===== src/rtl/order_msg_tx_if.sv =====
// rtl/order_msg_tx_if.sv - order field input and 48-bit order word output handshake bundle
interface order_msg_tx_if;
  logic        ord_valid;
  logic        ord_ready;
  logic [15:0] ord_id;
  logic [1:0]  ord_type;
  logic [1:0]  ord_side;
  logic [7:0]  ord_price;
  logic [7:0]  ord_qty;
  logic [7:0]  ord_symbol;
  logic [47:0] tx_data;
  logic        tx_valid;
  logic        tx_ready;

  modport master (
    input  ord_valid, ord_id, ord_type, ord_side, ord_price, ord_qty, ord_symbol, tx_ready,
    output ord_ready, tx_data, tx_valid
  );

  modport slave (
    output ord_valid, ord_id, ord_type, ord_side, ord_price, ord_qty, ord_symbol, tx_ready,
    input  ord_ready, tx_data, tx_valid
  );
endinterface


===== src/rtl/order_msg_tx.sv =====
// rtl/order_msg_tx.sv - order FIFO plus TX FSM that stamps a wrapping sequence number on each word
module order_msg_tx #(
  parameter int FIFO_DEPTH = 4,
  parameter int GAP_CYCLES = 1
) (
  input  logic          clk,
  input  logic          rst,
  order_msg_tx_if.master bus,
  output logic [3:0]    seq_num,
  output logic [15:0]   sent_count,
  output logic [7:0]    err_count,
  output logic          busy
);
  localparam int AW = $clog2(FIFO_DEPTH);
  localparam logic [AW:0] DEPTH_L = (AW+1)'(FIFO_DEPTH);
  localparam logic [3:0]  GAP_LAST = 4'((GAP_CYCLES == 0) ? 0 : GAP_CYCLES - 1);

  typedef enum logic [1:0] {IDLE, SEND, GAP} state_t;
  state_t state;

  logic [43:0]   mem [FIFO_DEPTH];
  logic [AW-1:0] wr_ptr, rd_ptr;
  logic [AW:0]   count;
  logic [3:0]    gap_cnt;
  logic          fifo_full, fifo_empty, accept, push, pop;
  logic [43:0]   din;

  assign fifo_full     = (count == DEPTH_L);
  assign fifo_empty    = (count == '0);
  assign bus.ord_ready = !fifo_full && !rst;
  assign accept        = bus.ord_valid && bus.ord_ready;
  assign push          = accept && (bus.ord_qty != 8'd0);
  assign pop           = (state == IDLE) && !fifo_empty;
  assign din           = {bus.ord_id, bus.ord_type, bus.ord_side,
                          bus.ord_price, bus.ord_qty, bus.ord_symbol};
  assign busy          = (state != IDLE) || !fifo_empty;

  // Storage needs no reset: only entries below count are ever read.
  always_ff @(posedge clk) begin
    if (push) mem[wr_ptr] <= din;
  end

  always_ff @(posedge clk) begin
    if (rst) begin
      wr_ptr    <= '0;
      rd_ptr    <= '0;
      count     <= '0;
      err_count <= 8'd0;
    end else begin
      if (push) wr_ptr <= wr_ptr + 1'b1;
      if (pop)  rd_ptr <= rd_ptr + 1'b1;
      case ({push, pop})
        2'b10:   count <= count + 1'b1;
        2'b01:   count <= count - 1'b1;
        default: count <= count;
      endcase
      if (accept && (bus.ord_qty == 8'd0) && (err_count != 8'hFF))
        err_count <= err_count + 8'd1;
    end
  end

  always_ff @(posedge clk) begin
    if (rst) begin
      state        <= IDLE;
      bus.tx_data  <= 48'd0;
      bus.tx_valid <= 1'b0;
      seq_num      <= 4'd0;
      sent_count   <= 16'd0;
      gap_cnt      <= 4'd0;
    end else begin
      case (state)
        IDLE: begin
          if (pop) begin
            bus.tx_data  <= {mem[rd_ptr], seq_num};
            bus.tx_valid <= 1'b1;
            seq_num      <= seq_num + 4'd1;
            state        <= SEND;
          end
        end
        SEND: begin
          // tx_valid is always 1 here, so tx_ready alone completes the handshake
          if (bus.tx_ready) begin
            bus.tx_valid <= 1'b0;
            sent_count   <= sent_count + 16'd1;
            gap_cnt      <= GAP_LAST;
            state        <= (GAP_CYCLES == 0) ? IDLE : GAP;
          end
        end
        GAP: begin
          if (gap_cnt == 4'd0) state <= IDLE;
          else                 gap_cnt <= gap_cnt - 4'd1;
        end
        default: state <= IDLE;
      endcase
    end
  end
endmodule

===== src/flat_wrapper.sv =====
// flat-port wrapper written by rule: the top's interface ports become plain ports
module order_msg_tx_flat 
#(
  parameter int FIFO_DEPTH = 4,
  parameter int GAP_CYCLES = 1
)
  (clk, rst, seq_num, sent_count, err_count, busy, bus_ord_valid, bus_ord_id, bus_ord_type, bus_ord_side, bus_ord_price, bus_ord_qty, bus_ord_symbol, bus_tx_ready, bus_ord_ready, bus_tx_data, bus_tx_valid);
  order_msg_tx_if bus_i ();
  input  logic clk;
  input  logic rst;
  output logic [3:0] seq_num;
  output logic [15:0] sent_count;
  output logic [7:0] err_count;
  output logic busy;
  input wire logic [$bits(bus_i.ord_valid)-1:0] bus_ord_valid;
  input wire logic [$bits(bus_i.ord_id)-1:0] bus_ord_id;
  input wire logic [$bits(bus_i.ord_type)-1:0] bus_ord_type;
  input wire logic [$bits(bus_i.ord_side)-1:0] bus_ord_side;
  input wire logic [$bits(bus_i.ord_price)-1:0] bus_ord_price;
  input wire logic [$bits(bus_i.ord_qty)-1:0] bus_ord_qty;
  input wire logic [$bits(bus_i.ord_symbol)-1:0] bus_ord_symbol;
  input wire logic [$bits(bus_i.tx_ready)-1:0] bus_tx_ready;
  output wire logic [$bits(bus_i.ord_ready)-1:0] bus_ord_ready;
  output wire logic [$bits(bus_i.tx_data)-1:0] bus_tx_data;
  output wire logic [$bits(bus_i.tx_valid)-1:0] bus_tx_valid;
  assign bus_i.ord_valid = bus_ord_valid;
  assign bus_i.ord_id = bus_ord_id;
  assign bus_i.ord_type = bus_ord_type;
  assign bus_i.ord_side = bus_ord_side;
  assign bus_i.ord_price = bus_ord_price;
  assign bus_i.ord_qty = bus_ord_qty;
  assign bus_i.ord_symbol = bus_ord_symbol;
  assign bus_i.tx_ready = bus_tx_ready;
  assign bus_ord_ready = bus_i.ord_ready;
  assign bus_tx_data = bus_i.tx_data;
  assign bus_tx_valid = bus_i.tx_valid;
  order_msg_tx #(.FIFO_DEPTH(FIFO_DEPTH), .GAP_CYCLES(GAP_CYCLES)) u_core (.clk(clk), .rst(rst), .bus(bus_i), .seq_num(seq_num), .sent_count(sent_count), .err_count(err_count), .busy(busy));
endmodule

===== config.mk =====
export PLATFORM = sky130hd
export DESIGN_NAME = order_msg_tx_flat
export DESIGN_NICKNAME = d
export VERILOG_FILES = /design/src/rtl/order_msg_tx_if.sv /design/src/rtl/order_msg_tx.sv /design/src/flat_wrapper.sv
export SDC_FILE = /design/constraint.sdc
export NUM_CORES = 1
export LEC_CHECK = 0
export ABC_AREA = 1
export CAP_MARGIN = 25
export CORE_MARGIN = 10
export CORE_UTILIZATION = 55
export CTS_BUF_LIST = sky130_fd_sc_hd__clkbuf_4 sky130_fd_sc_hd__clkbuf_8 sky130_fd_sc_hd__clkbuf_16
export DETAILED_ROUTE_END_ITERATION = 6
export PLACE_DENSITY = 0.79
export RECOVER_POWER = 100
export SYNTH_ARGS = -nofsm -noshare
export SYNTH_HDL_FRONTEND = slang
export SYNTH_SLANG_ARGS = --single-unit

===== constraint.sdc =====
create_clock -name clk -period 4.15 [get_ports clk]
set_input_delay 0.83 -clock clk [delete_from_list [all_inputs] [get_ports clk]]
set_output_delay 0.83 -clock clk [all_outputs]
set_load 0.005 [all_outputs]

# Yosys cells after proc, flatten, opt, wreduce, memory -nomap -nowiden
# Memories as Yosys holds them, arrays and structs flattened. A register that Yosys moved wholly into a read port is not among the register bits.
# Cells that the tools add are included.
totals:
  reg_bits: 90
  mem_bits_ro: 0
  latchBits: 0
  output_inout_bits: 79
  mem_count: 1
  mem_bits_rw: 176
  wordCells: 66
memory_table:
  columns: ["name", "depth", "width", "rd", "rd_ports_with_merged_regs", "wr", "line_no", "source"]
  rows:
  - ["u_core.mem", 4, 44, 1, 1, 1, "order_msg_tx.sv:21", "logic [43:0] mem [FIFO_DEPTH];"]
classes:
  n_div: 0
  mul: 0
  shifts: 0
  n_mux: 13
  n_eq_ne: 10
  bitwise: 0
  n_lt_le_gt_ge: 0
  reduce_logical: 24
  add_sub_neg: 8
ops:
  columns: ["operator", "count"]
  rows:
  - ["16-bit by 1-bit adder with 16-bit output (second input constant)", 1]
  - ["3-bit AND reduction", 3]
  - ["8-bit by 1-bit adder with 8-bit output (second input constant)", 1]
  - ["8-bit zero test", 1]
  - ["4-bit two-way mux", 2]
  - ["8-bit inequality test (second input constant)", 1]
  - ["4-bit one-hot mux with 2 select lines", 1]
  - ["2-bit nonzero test", 4]
  - ["8-bit nonzero test", 1]
  - ["1-bit logical AND", 6]
  - ["2-bit two-way mux", 3]
  - ["2-bit one-hot mux with 3 select lines", 1]
  - ["3-bit one-hot mux with 2 select lines", 1]
  - ["2-bit by 1-bit adder with 2-bit output (second input constant)", 2]
  - ["4-bit by 1-bit adder with 4-bit output (second input constant)", 1]
  - ["2-bit by 1-bit equality test with 1-bit output (second input constant)", 2]
  - ["2-bit equality test (second input constant)", 2]
  - ["4-bit zero test", 1]
  - ["1-bit two-way mux", 4]
  - ["2-bit by 1-bit inequality test with 1-bit output (second input constant)", 2]
  - ["2-bit inequality test (second input constant)", 2]
  - ["2-bit AND reduction", 2]
  - ["4-bit by 1-bit subtractor with 4-bit output (second input constant)", 1]
  - ["3-bit by 1-bit adder with 3-bit output (second input constant)", 1]
  - ["other kinds (7)", 9]

# Depth between registers and ports, before layout
# Gate-level depths: netlist (run 1).
logic_depth:
  depth_word: 7
  depth_mapped: 12
  ltp_nobuf: 12

# Worst setup path before layout (run 1)
# Ideal clock, no wire load.
synth_path:
  path_type: "in2reg"
  from: "input rst"
  to: "memory u_core.mem[0][0] (enable)"
  path_buffers: 0
  path_slack_ns: 0.602
  setup_time_ns: 0.446
  path_stages: 5
  arrival_time_ns: 3.103
  path_cell_list: "clkinv_1 nand2_1 inv_1 nand3_2 nor2_1"
synth_via:
  elab_chain_len: 6
synth_lines:
  columns: ["item", "line_no", "source"]
  rows:
  - ["start: declaration", "flat_wrapper.sv:10", "input logic rst;"]
  - ["1-bit zero test", "order_msg_tx.sv:30", "assign bus.ord_ready = !fifo_full && !rst;"]
  - ["1-bit logical AND", "order_msg_tx.sv:30", null]
  - ["via bus_ord_ready", "flat_wrapper.sv:23", "output wire logic [$bits(bus_i.ord_ready)-1:0] bus_ord_ready;"]
  - ["1-bit logical AND", "order_msg_tx.sv:31", "assign accept = bus.ord_valid && bus.ord_ready;"]
  - ["1-bit logical AND", "order_msg_tx.sv:32", "assign push = accept && (bus.ord_qty != 8'd0);"]
  - ["1-bit two-way mux", "order_msg_tx.sv:40", "if (push) mem[wr_ptr] <= din;"]
  - ["1-bit two-way mux (implied by the code)", "order_msg_tx.sv:40", null]
  - ["end: declaration", "order_msg_tx.sv:21", null]
# The timed path passes the listed nets, and every way through them passes these cells.

# Final worst setup path (run 1)
layout_path:
  from: "input rst"
  to: "output bus_ord_ready"
layout_via:
  elab_chain_len: 2
layout_lines:
  columns: ["item", "line_no"]
  rows:
  - ["1-bit zero test", "order_msg_tx.sv:30"]
  - ["1-bit logical AND", "order_msg_tx.sv:30"]
  - ["end: declaration", "flat_wrapper.sv:23"]
# No other way between the ends.

==> flow_metrics.tcl, run 1 <==
set metrics [dict create \
    synthTopCellsByArea "edfxtp_1 (51%), dfxtp_1 (17%), nor2_1 (8.2%)" \
    status "finished with violations" \
    path_delay_family "buffers and inverters" \
    drtPass1Iterations 5 \
    io_pins 127 \
    synth_top_area_share_pct 51.0 \
    p_leak_nw 4.71 \
    max_freq_ghz 0.296 \
    critical-path-max-stage-delay_ns 0.49 \
    post_cts_resized 0 \
    synth_warnings 0 \
    dp_slack_ns 0.825 \
    vias 7185 \
    fin_nets 1137 \
    yosys.area.top_type "edfxtp_1" \
    final_cell_count_no_fill 1335 \
    grt_max_degree 98 \
    synth_area_um2 10400 \
    drive_gt1_share_pct 6.46 \
    path_cells "clkdlybuf4s50_1 > clkbuf_1 > clkinv_1 > nand2_1 > inv_1 > clkdlybuf4s50_1" \
    viasPerCell 5.38 \
    clk_latency_ns 0.55 \
    antenna_left 0 \
    gp_congestion 0.816 \
    syn_nets 1022 \
    layout_setup_ws_ns 0.773 \
    die_area_um2 24700 \
    dp_cells 1285 \
    setup-tns-final_ns 0 \
    synth_cell_types 32 \
    hold_viol 0 \
    wl_per_cell_um 17.2 \
    critPathArrivalTime_ns 2.55 \
    synthArstFlopShare_pct 0 \
    cts_buffers 26 \
    track_usage_pct 18.1 \
    power_density_nw_per_um2 582 \
    gr-total-overflow 0 \
    crit_type "in -> out" \
    path_buf_inv 5 \
    drtIter0Drc 461 \
    start_util_pct 55.6 \
    antenna_found_initial 3 \
    final-setup-viol-count 0 \
    port_buffers 126 \
    cts_setup_buffers 0 \
    slew_headroom_pct -8.60 \
    routed_wl_mm 23.0 \
    ys.flop_type "edfxtp_1" \
    ys_ff_latch 266 \
    cap_viol_max_count 1 \
    clock_sinks 266 \
    critPathSlowestCell "clkdlybuf4s50_1" \
    skew_ns 0.0209 \
    dp_hpwl_mm 13.2 \
    synthCells 964 \
    rows 50 \
    worstMarginPinSlew_ns 1.63 \
    cts_tree "done" \
    final_util_pct 67.3 \
    drc 0 \
    slew_viol_final 81 \
    fp.dieW_um 157 \
    area_delta_synth_final_pct 21.2 \
    violations "capacitance limit, slew limit" \
    clockBufferDepth 3 \
    root_buffer "clkbuf_16" \
    yosysSeqAreaShare_pct 68.4 \
    min_period_ns 3.38 \
    crit_path_end_kind "output pin" \
    cp.required_ns 3.32 \
    critical_path_peak_fanout 11 \
    clk_pin_slew_ns 0.06 \
    start_kind "input pin" \
    first_global_vias 7146 \
    rsz0062_at_grt "no" \
    avgSynthCellArea_um2 10.7 \
    synth_edf_count 176 \
    hold_class "reg -> reg" \
    h-tree-depth 1 \
    synth.top_cells.by_count "nor2_1 (226), edfxtp_1 (176), o21ai_0 (146)" \
    synth.most_common_cell "nor2_1" \
    ir_worst_vdd_v 0.000500 \
    cp_common_cell "clkdlybuf4s50_1" \
    die_h_um 157 \
    core_um2 18600 \
    period_share_pct 81.4 \
    whs_ns 0.470 \
    grt_pass1_wl_mm 36.1 \
    cts_hold_buf 0 \
]
[registers in the layout, summed over array words and instances (netlist names), 3 cells and up]
name	cells
u_core.bus.tx_data	48
u_core.gap_cnt	4
u_core.err_count	8
u_core.seq_num	4
u_core.sent_count	16
u_core.count	3
u_core.mem	176
[per-layer routing]
| layer | global-route usage, % | up-vias | part of all wire (%) |
|---|---|---|---|
| met5 | 0 | - | 0.056 |
| met4 | 6.54 | 2 | 2.6 |
| met3 | 4.12 | 47 | 6.9 |
| met2 | 31.9 | 213 | 50 |
| met1 | 21.2 | 3374 | 41 |
| li1 | - | 3549 | - |
[cells by family after synthesis]
group,share of synthesized area (%)
AO/OA/AOI/OAI,11.6
adder cells (fa/ha/maj),1.28
buffers and inverters,4.95
flip-flops,68.4
AND/OR/NAND/NOR,13.7
[report_power, final]
group	switching, mW	internal [mW]
sequential	0.164	3.12
combinational	1.11	0.650
clock	0.965	1.29
total	2.24	5.06
[metrics by stage]
stage,total power [mW],cell area [um2]
floorplan,4.46,10400
global placement,5.14,11800
detailed placement,5.20,11800
CTS,7.46,12600
global route,7.71,12600
finish,7.30,12600
[path summary, 6_finish.rpt]
check | from | end | slack (ns) | cells past startpoint
setup / recovery | rst | bus_ord_ready | 0.77 | 6
setup reg to reg | u_core.count[0]$_SDFFE_PP0P_ | u_core.mem[3][14]$_DFFE_PP_ | 1.49 | 7
hold / removal | u_core.bus.tx_valid$_SDFFE_PP0P_ | u_core.bus.tx_valid$_SDFFE_PP0P_ | 0.47 | 2
hold reg to reg | u_core.bus.tx_valid$_SDFFE_PP0P_ | u_core.bus.tx_valid$_SDFFE_PP0P_ | 0.47 | 2
[final cells by class]
class / instances / area, um2
Antenna cell: 2 / 5.00
Clock buffer: 34 / 717
Clock inverter: 14 / 118
Fill cell: 1391 / 6090
Inverter: 67 / 254
Multi-Input combinational cell: 582 / 2750
Sequential cell: 266 / 7090
Tap cell: 234 / 293
Timing Repair Buffer: 136 / 1330
[layout by cell type (no fill, tap or decap), drive strengths merged, types with 30 or more instances in the layout]
master	synthesis	layout
nor2	233	233
edfxtp	176	176
o21ai	153	153
dlygate4sd3	0	123
dfxtp	90	90
nand2	70	70
inv	66	65
a31oi	44	44
clkbuf	16	40
a21oi	30	30
[worst reg2reg max path, cell delays in order (launching register included)]
cell and delay (ns):
dfxtp_1 0.39, nor2_2 0.07, nand2_1 0.10, nand2_1 0.06
inv_1 0.07, nand3_1 0.35, nor2_4 0.18, clkbuf_2 1.01
(Power assumes the default switching activity.)
==> run 2: changes to the inputs <==
- CORE_UTILIZATION: 55 -> 50
- PLACE_DENSITY: 0.79 -> 0.76
- clock period: 4.15 -> 3 ns (I/O delays scaled with it)
==> flow_metrics.tcl, run 2 (synthesized netlist as in run 1, its figures left out) <==
set metrics [dict create \
    status "finished, final reports clean" \
    worstMarginPinSlew_ns 0.988 \
    crit_path_end_kind "output pin" \
    cts_buffers 27 \
    fp.dieW_um 164 \
    drtPass1Iterations 5 \
    drt-met1-wl_mm 9.82 \
    wl_per_cell_um 17.2 \
    met3_length_mm 1.85 \
    dr.max_layer_used "met5" \
    final-setup-viol-count 0 \
    clk_pin_slew_ns 0.06 \
    antenna_left 0 \
    drive_gt1_share_pct 6.85 \
    period_share_pct 87.7 \
    fillers 1569 \
    h-tree-depth 1 \
    die_area_um2 26900 \
    clock_sinks 266 \
    combPwrFrac_pct 23.1 \
    first_global_vias 7208 \
    path_buf_inv 4 \
    p_switching_mw 3.14 \
    final_util_pct 62.9 \
    multiInputGateArea_um2 2750 \
    crit_type "in -> out" \
    skew_ns 0.0140 \
    grt_pass1_wl_mm 37.5 \
    viasPerCell 5.28 \
    post_cts_resized 0 \
    drtIter0Drc 531 \
    slew_headroom_pct 34.1 \
    cts_hold_buf 0 \
    sw_frac_of_total_pct 30.1 \
    critical_path_peak_fanout 2 \
    port_buffers 126 \
    critPathSlowestCell "dlygate4sd3_1" \
    die_h_um 164 \
    clkPwrFrac_pct 33.0 \
    setup-tns-final_ns 0 \
    root_buffer "clkbuf_16" \
    cp.required_ns 2.40 \
    dp_hpwl_mm 14.6 \
    p_leak_nw 4.79 \
    grt_max_degree 90 \
    cts_tree "done" \
    slew_viol_final 0 \
    critical-path-max-stage-delay_ns 0.61 \
    hold_class "reg -> reg" \
    area_delta_synth_final_pct 23.2 \
    power_density_nw_per_um2 819 \
    gp_congestion 0.797 \
    path_cells "dlygate4sd3_1 > clkinv_1 > nand2_1 > inv_1 > dlygate4sd3_1" \
    track_usage_pct 17.2 \
    largest_reg_flops 176 \
    wl_met2_mm 11.7 \
    layout_commonest_cell "nor2_1" \
    start_kind "input pin" \
    cts_setup_buffers 0 \
    vias 7282 \
    path_delay_family "buffers and inverters" \
    core_um2 20300 \
    largest_register "u_core.mem" \
    seqCellArea_um2 7090 \
    rows 52 \
    clk_latency_ns 0.54 \
    clockBufferDepth 3 \
    antenna_found_initial 2 \
    p_int_mw 7.31 \
    min_period_ns 2.63 \
    rsz0062_at_grt "no" \
    drc 0 \
    hold_viol 0 \
    max_freq_ghz 0.380 \
    layout_common_cells "nor2_1 (226), edfxtp_1 (176), o21ai_0 (146), dlygate4sd3_1 (125), dfxtp_1 (88)" \
    cap_viol_max_count 0 \
    ir_worst_vdd_v 0.000635 \
    fin_nets 1146 \
    routed_wl_mm 23.7 \
    start_util_pct 51.0 \
    reg_top3 "u_core.mem (176), u_core.bus.tx_data (48), u_core.sent_count (16)" \
    cp_common_cell "dlygate4sd3_1" \
    gr-total-overflow 0 \
    critPathArrivalTime_ns 2.03 \
    io_pins 127 \
    pwr-share-seq_pct 43.9 \
]
run 2: changes by cell type in the layout (fill, tap and decap cells not counted), moves of 2 or more:
cell,previous run,this run
clkbuf_8,1,8
buf_4,3,6
dlygate4sd3_1,123,125
clkbuf_1,2,6
clkinv_2,7,1
clkdlybuf4s50_1,3,1
run 2: cell type report:
cell class                      instances  area share, %
Antenna cell                            1         0.0196
Clock buffer                           41           6.51
Clock inverter                          9          0.853
Inverter                               67           1.99
Multi-Input combinational cell        582           21.5
Sequential cell                       266           55.6
Tap cell                              270           2.65
Timing Repair Buffer                  144           10.9
run 2: path summary, 6_finish.rpt:
kind	startpoint	end	slack, ns	depth (start not counted)
max	rst	bus_ord_ready	0.37	5
min	u_core.bus.tx_valid$_SDFFE_PP0P_	u_core.bus.tx_valid$_SDFFE_PP0P_	0.49	2
max reg2reg	u_core.state[1]$_SDFFE_PP0P_	u_core.bus.tx_data[40]$_SDFFE_PP0P_	0.67	7
min reg2reg	u_core.bus.tx_valid$_SDFFE_PP0P_	u_core.bus.tx_valid$_SDFFE_PP0P_	0.49	2
run 2: per-layer routing:
layer / vias up / GRT usage [%]
met5: - / 0
met4: 4 / 3.29
met3: 27 / 3.90
met2: 238 / 30.4
met1: 3441 / 21.2
li1: 3572 / -
run 2: metrics by stage:
stage	hold slack, ns	std cells	setup WS, ns	total power [mW]	instance area (um2)
after floorplan	0.454	964	-0.318	6.16	10400
after CTS	0.491	1379	0.510	10.7	12800
final	0.492	1380	0.369	10.5	12800
after global placement	0.472	1329	0.228	7.17	11900
after detailed placement	0.478	1329	0.200	7.24	11900
after global routing	0.508	1379	0.246	11.0	12800
run 2: tightest hold or removal path, cell delays in order (launching register included):
cell and delay (ns):
dfxtp_1 0.32, nand2_1 0.06, a21oi_1 0.06
run 2: power by group through the flow:
stage | clock network [mW] | logic, mW | registers (mW)
finish | 3.45 | 2.41 | 4.59
floorplan | 0 | 1.59 | 4.58
global placement | 0 | 2.50 | 4.67
CTS | 3.50 | 2.59 | 4.61
detailed placement | 0 | 2.56 | 4.68
global route | 3.67 | 2.75 | 4.64
